<file path="src/rtl/mac50_accum.sv">
// Signed 24x24 multiply-accumulate into a saturating 50-bit sum, feeding the
// output shifter/clipper. Operands arrive over valid/ready; the result leaves over valid/ready.
//
// state | meaning
// IDLE  | waiting for start; result of the previous sum stays on acc_out
// ACCUM | accepting operand pairs until the programmed count is reached
// DRAIN | last registered product is folded into the sum
// DONE  | result presented, held until out_ready
module mac50_accum #(
  parameter int AW   = 24,
  parameter int ACCW = 50,
  parameter int CW   = 8
) (
  input  logic                   clock,
  input  logic                   reset_n,
  input  logic                   clear,
  input  logic                   start,
  input  logic [CW-1:0]          count,
  input  logic                   in_valid,
  output logic                   in_ready,
  input  logic signed [AW-1:0]   a,
  input  logic signed [AW-1:0]   b,
  output logic                   out_valid,
  input  logic                   out_ready,
  output logic signed [ACCW-1:0] acc_out,
  output logic                   acc_ovf,
  output logic                   busy
);

  localparam int PW = 2 * AW;
  localparam logic [ACCW-1:0] SAT_MAX = {1'b0, {(ACCW-1){1'b1}}};
  localparam logic [ACCW-1:0] SAT_MIN = {1'b1, {(ACCW-1){1'b0}}};

  typedef enum logic [1:0] {
    IDLE  = 2'd0,
    ACCUM = 2'd1,
    DRAIN = 2'd2,
    DONE  = 2'd3
  } state_t;

  state_t                  state;
  logic [CW-1:0]           remaining;
  logic signed [ACCW-1:0]  prod;
  logic                    pipe_valid;

  logic                    beat;
  logic                    start_ok;
  logic signed [PW-1:0]    a_ext;
  logic signed [PW-1:0]    b_ext;
  logic signed [PW-1:0]    prod_full;
  logic [ACCW-1:0]         prod_ext;
  logic [ACCW:0]           sum_wide;
  logic                    ovf_pos;
  logic                    ovf_neg;

  assign beat     = in_valid & in_ready;
  assign start_ok = start & (state == IDLE);

  assign a_ext     = {{(PW-AW){a[AW-1]}}, a};
  assign b_ext     = {{(PW-AW){b[AW-1]}}, b};
  assign prod_full = a_ext * b_ext;
  assign prod_ext  = {{(ACCW-PW){prod_full[PW-1]}}, prod_full};

  // One extra bit exposes signed overflow as a mismatch of the top two bits.
  assign sum_wide = {acc_out[ACCW-1], acc_out} + {prod[ACCW-1], prod};
  assign ovf_pos  = ~sum_wide[ACCW] &  sum_wide[ACCW-1];
  assign ovf_neg  =  sum_wide[ACCW] & ~sum_wide[ACCW-1];

  always_ff @(posedge clock or negedge reset_n) begin
    if (!reset_n) begin
      state     <= IDLE;
      remaining <= '0;
      in_ready  <= 1'b0;
      out_valid <= 1'b0;
      busy      <= 1'b0;
    end else if (clear) begin
      state     <= IDLE;
      remaining <= '0;
      in_ready  <= 1'b0;
      out_valid <= 1'b0;
      busy      <= 1'b0;
    end else begin
      case (state)
        IDLE: begin
          if (start) begin
            busy <= 1'b1;
            if (count != '0) begin
              state     <= ACCUM;
              remaining <= count;
              in_ready  <= 1'b1;
            end else begin
              state     <= DONE;
              out_valid <= 1'b1;
            end
          end
        end
        ACCUM: begin
          if (beat) begin
            remaining <= remaining - CW'(1);
            if (remaining == CW'(1)) begin
              in_ready <= 1'b0;
              state    <= DRAIN;
            end
          end
        end
        DRAIN: begin
          state     <= DONE;
          out_valid <= 1'b1;
        end
        DONE: begin
          if (out_ready) begin
            state     <= IDLE;
            out_valid <= 1'b0;
            busy      <= 1'b0;
          end
        end
        default: begin
          state     <= IDLE;
          in_ready  <= 1'b0;
          out_valid <= 1'b0;
          busy      <= 1'b0;
        end
      endcase
    end
  end

  // Product register feeds the accumulator one cycle later; a beat and an add can overlap.
  always_ff @(posedge clock or negedge reset_n) begin
    if (!reset_n) begin
      acc_out    <= '0;
      acc_ovf    <= 1'b0;
      prod       <= '0;
      pipe_valid <= 1'b0;
    end else if (clear) begin
      acc_out    <= '0;
      acc_ovf    <= 1'b0;
      prod       <= '0;
      pipe_valid <= 1'b0;
    end else if (start_ok) begin
      acc_out    <= '0;
      acc_ovf    <= 1'b0;
      pipe_valid <= 1'b0;
    end else begin
      pipe_valid <= beat;
      if (beat) begin
        prod <= prod_ext;
      end
      if (pipe_valid) begin
        if (ovf_pos) begin
          acc_out <= SAT_MAX;
          acc_ovf <= 1'b1;
        end else if (ovf_neg) begin
          acc_out <= SAT_MIN;
          acc_ovf <= 1'b1;
        end else begin
          acc_out <= sum_wide[ACCW-1:0];
        end
      end
    end
  end

endmodule

</file>
<file path="config.mk">
export PLATFORM = sky130hd
export DESIGN_NAME = mac50_accum
export DESIGN_NICKNAME = d
export VERILOG_FILES = /design/src/rtl/mac50_accum.sv
export SDC_FILE = /design/constraint.sdc
export NUM_CORES = 2
export LEC_CHECK = 0
export ABC_AREA = 1
export CORE_AREA = 3 3 420 214
export CTS_BUF_LIST = sky130_fd_sc_hd__clkbuf_8
export CTS_CLUSTER_DIAMETER = 60
export DETAILED_ROUTE_END_ITERATION = 12
export DIE_AREA = 0 0 423 217
export GPL_ROUTABILITY_DRIVEN = 1
export GPL_TIMING_DRIVEN = 0
export PLACE_DENSITY_LB_ADDON = 0.15
export SLEW_MARGIN = 30
export SYNTH_ARGS = -nofsm -noshare
export SYNTH_HDL_FRONTEND = slang
export SYNTH_SLANG_ARGS = --single-unit
</file>
<file path="constraint.sdc">
create_clock -name clock -period 4.6 [get_ports clock]
set_clock_uncertainty 0.05 [all_clocks]
set_input_delay 0.69 -clock clock [delete_from_list [all_inputs] [get_ports clock]]
set_output_delay 0.69 -clock clock [all_outputs]
set_load 0.03 [all_outputs]
</file>
==> flow_summary.ini <==
[synthesis]
synthesis.nets = 5352
async_reset_ff_share_pct = 100
syn_inst = 4489
yosys_warnings = 0
avgSynthCellArea_um2 = 7.13
ys.flop_type = dfrtp_1
synthTopCellsByArea = fa_1 (38%), nand2_1 (17%), inv_1 (15%)
synth_cell_types = 46
netlist.area_leader.share_pct = 38.1
yosysSeqAreaShare_pct = 8.84
synthMostInstantiatedCell = nand2_1
synth_commonest_cells = nand2_1 (1455), inv_1 (1242), fa_1 (608)
synth_edf_count = 0
synth.largest_area_cell = fa_1
syn_area_um2 = 32000
synth_seq_cells = 113

[clocking]
clkSinkCount = 113
cts_buffers = 17
worstSkewPairLatency_ns = 0.50
cts_tree = yes
htreeDepth = 4
clock_path_buffers = 2
clockRootBuffer = clkbuf_8
clk_pin_slew_ns = 0.08

[layout]
drive_above_1_share_pct = 21.1
num-fill-cells = 8511
n_antenna_cell = 0
final_nets = 5687
fin_area_um2 = 41700
syn_to_final_growth_pct = 30.3

[sta]
finalSetupViolCount = 39
fin_crit_ns = 6.23
fin_ws_ns = -1.63
maxSlewHeadroom_pct = 45.6
min_period_over_period_pct = 135
rsz0062_at_grt = yes
slew_viol_final = 0
worst_pin_slew_ns = 0.815
final.setup.tns_ns = -52.19
max_freq_ghz = 0.161
finalHoldViolCount = 0

[detailed_routing]
totalWireLength_um = 121000
post_drt_wl_per_cell_um = 20.1
ant_nets = 0
num_vias = 29000
vias_per_cell = 4.83
dr.pass1.iters = 5
drc = 0
drtIter0Drc = 2075

[die]
initial_core_util_pct = 37.1
die_w_um = 423
core_um2 = 86200
io_pins = 116
die_area_um2 = 91800
rows = 76
die_y_um = 217

[worst_setup_path]
crit_path_top_delay_cell = fa_2
critPathArrivalTime_ns = 6.55
slowest_delay_ns = 0.61
crit_top_cell = fa_1
required_ns = 4.92
cp-start-kind = input port
critPathCaptureType = flip-flop
worstPathMaxFanout = 11
criticalPathCategory = input port to flip-flop
cp_top_family = adder cells
crit_buf_inv = 7

[placement]
place_area_um2 = 36200
dpl.hpwl_um = 101000
portBuffers = 114
gp_congestion = 0.979
dp_slack_ns = -3.54

[global_route]
grt_pass1_vias = 29300
grt_usage_pct = 26.3
grt_first_pass_wirelength_um = 181000
grt_max_degree = 75
antenna_found_initial = 1
grt_overflow = 0

[job]
cap_violations = 0

[min_path]
hold_class = flip-flop to flip-flop

[run_status]
run_status = finished with violations
violations = negative setup slack
## through the flow
stage / utilization [%] / hold slack (ns) / std cells
6_report: 48.4 / 0.448 / 6007
5_1_grt: 48.4 / 0.446 / 6007
4_1_cts: 46.6 / 0.453 / 5924
3_5_place_dp: 42.0 / 0.430 / 5774
3_3_place_gp: 42.0 / 0.423 / 5773
2_1_floorplan: - / 0.344 / 4489
## cell usage in the layout, fill, tap and decap left out, types with 43 or more instances in the layout
master           count
ha_4                43
ha_1               143
nor2_4              58
inv_2              117
fa_2                70
nand3_1            100
nand2_4             47
fa_1               538
buf_6               55
clkdlybuf4s50_1     65
inv_1             1121
buf_4              137
dfrtp_1            113
o21ai_0             55
clkbuf_16           70
nor2_1             131
a21oi_1             57
nand2_2             85
nand2_1           1331
## path summary, 6_finish.rpt
path / startpoint / end / slack [ns] / cells past startpoint
setup / recovery: a[23] / prod[48]$_DFFE_PN0P_ / -1.63 / 26
hold / removal: busy$_DFFE_PN0P_ / busy$_DFFE_PN0P_ / 0.45 / 2
setup reg to reg: prod[0]$_DFFE_PN0P_ / acc_out[12]$_DFFE_PN0P_ / 0.26 / 19
hold reg to reg: busy$_DFFE_PN0P_ / busy$_DFFE_PN0P_ / 0.45 / 2
max in group asynchronous: reset_n / prod[43]$_DFFE_PN0P_ / 3.20 / 3
min in group asynchronous: reset_n / acc_out[25]$_DFFE_PN0P_ / 0.61 / 2
## routing by layer
layer	global-route usage (%)	vias to the layer above	part of all wire, %
met2	41.9	881	45
met3	3.48	143	6.3
li1	-	13600	-
met1	38.0	14400	46
met5	0	-	0.010
met4	6.41	2	2.7
## logic make-up after synthesis
group | Yosys count | share of synthesized area (%)
flops | 113 | 8.84
compound gates | 289 | 5.04
fa+ha+maj | 801 | 45.6
buf+inv | 1373 | 16.2
simple gates | 1890 | 23.7
xor+xnor | 23 | 0.630
## registers in the layout (all words and copies together), names as in the netlist
signal,flops
state,2
pipe_valid,1
busy,1
prod,48
in_ready,1
acc_ovf,1
acc_out,50
out_valid,1
remaining,8
## timing repair
item,4_1_cts,5_1_grt
setup endpoints to repair,42,40
cloned,9,6
hold buffers,1,0
resized for setup,841,266
pin swaps,178,195
hold endpoints to repair,3,0
buffers inserted,108,78
## worst min-delay path: stages, from the launching register on
cell     delay (ns)
dfrtp_1        0.35
nand2_1        0.05
o21ai_0        0.07
## layout make-up
class,instances,area (um^2),share of cell area [%]
buffer,124,2230,5.36
clock buffer,17,234,0.561
clock inverter,15,185,0.444
inverter,1249,4720,11.3
multi-input combinational,3003,26700,64.0
sequential,113,2830,6.79
tap,1170,1460,3.51
timing repair buffer,316,3320,7.97
Power is left out: the tool's default activity adds up to more than one toggle a clock period on the data nets, which glitch-free logic cannot reach.
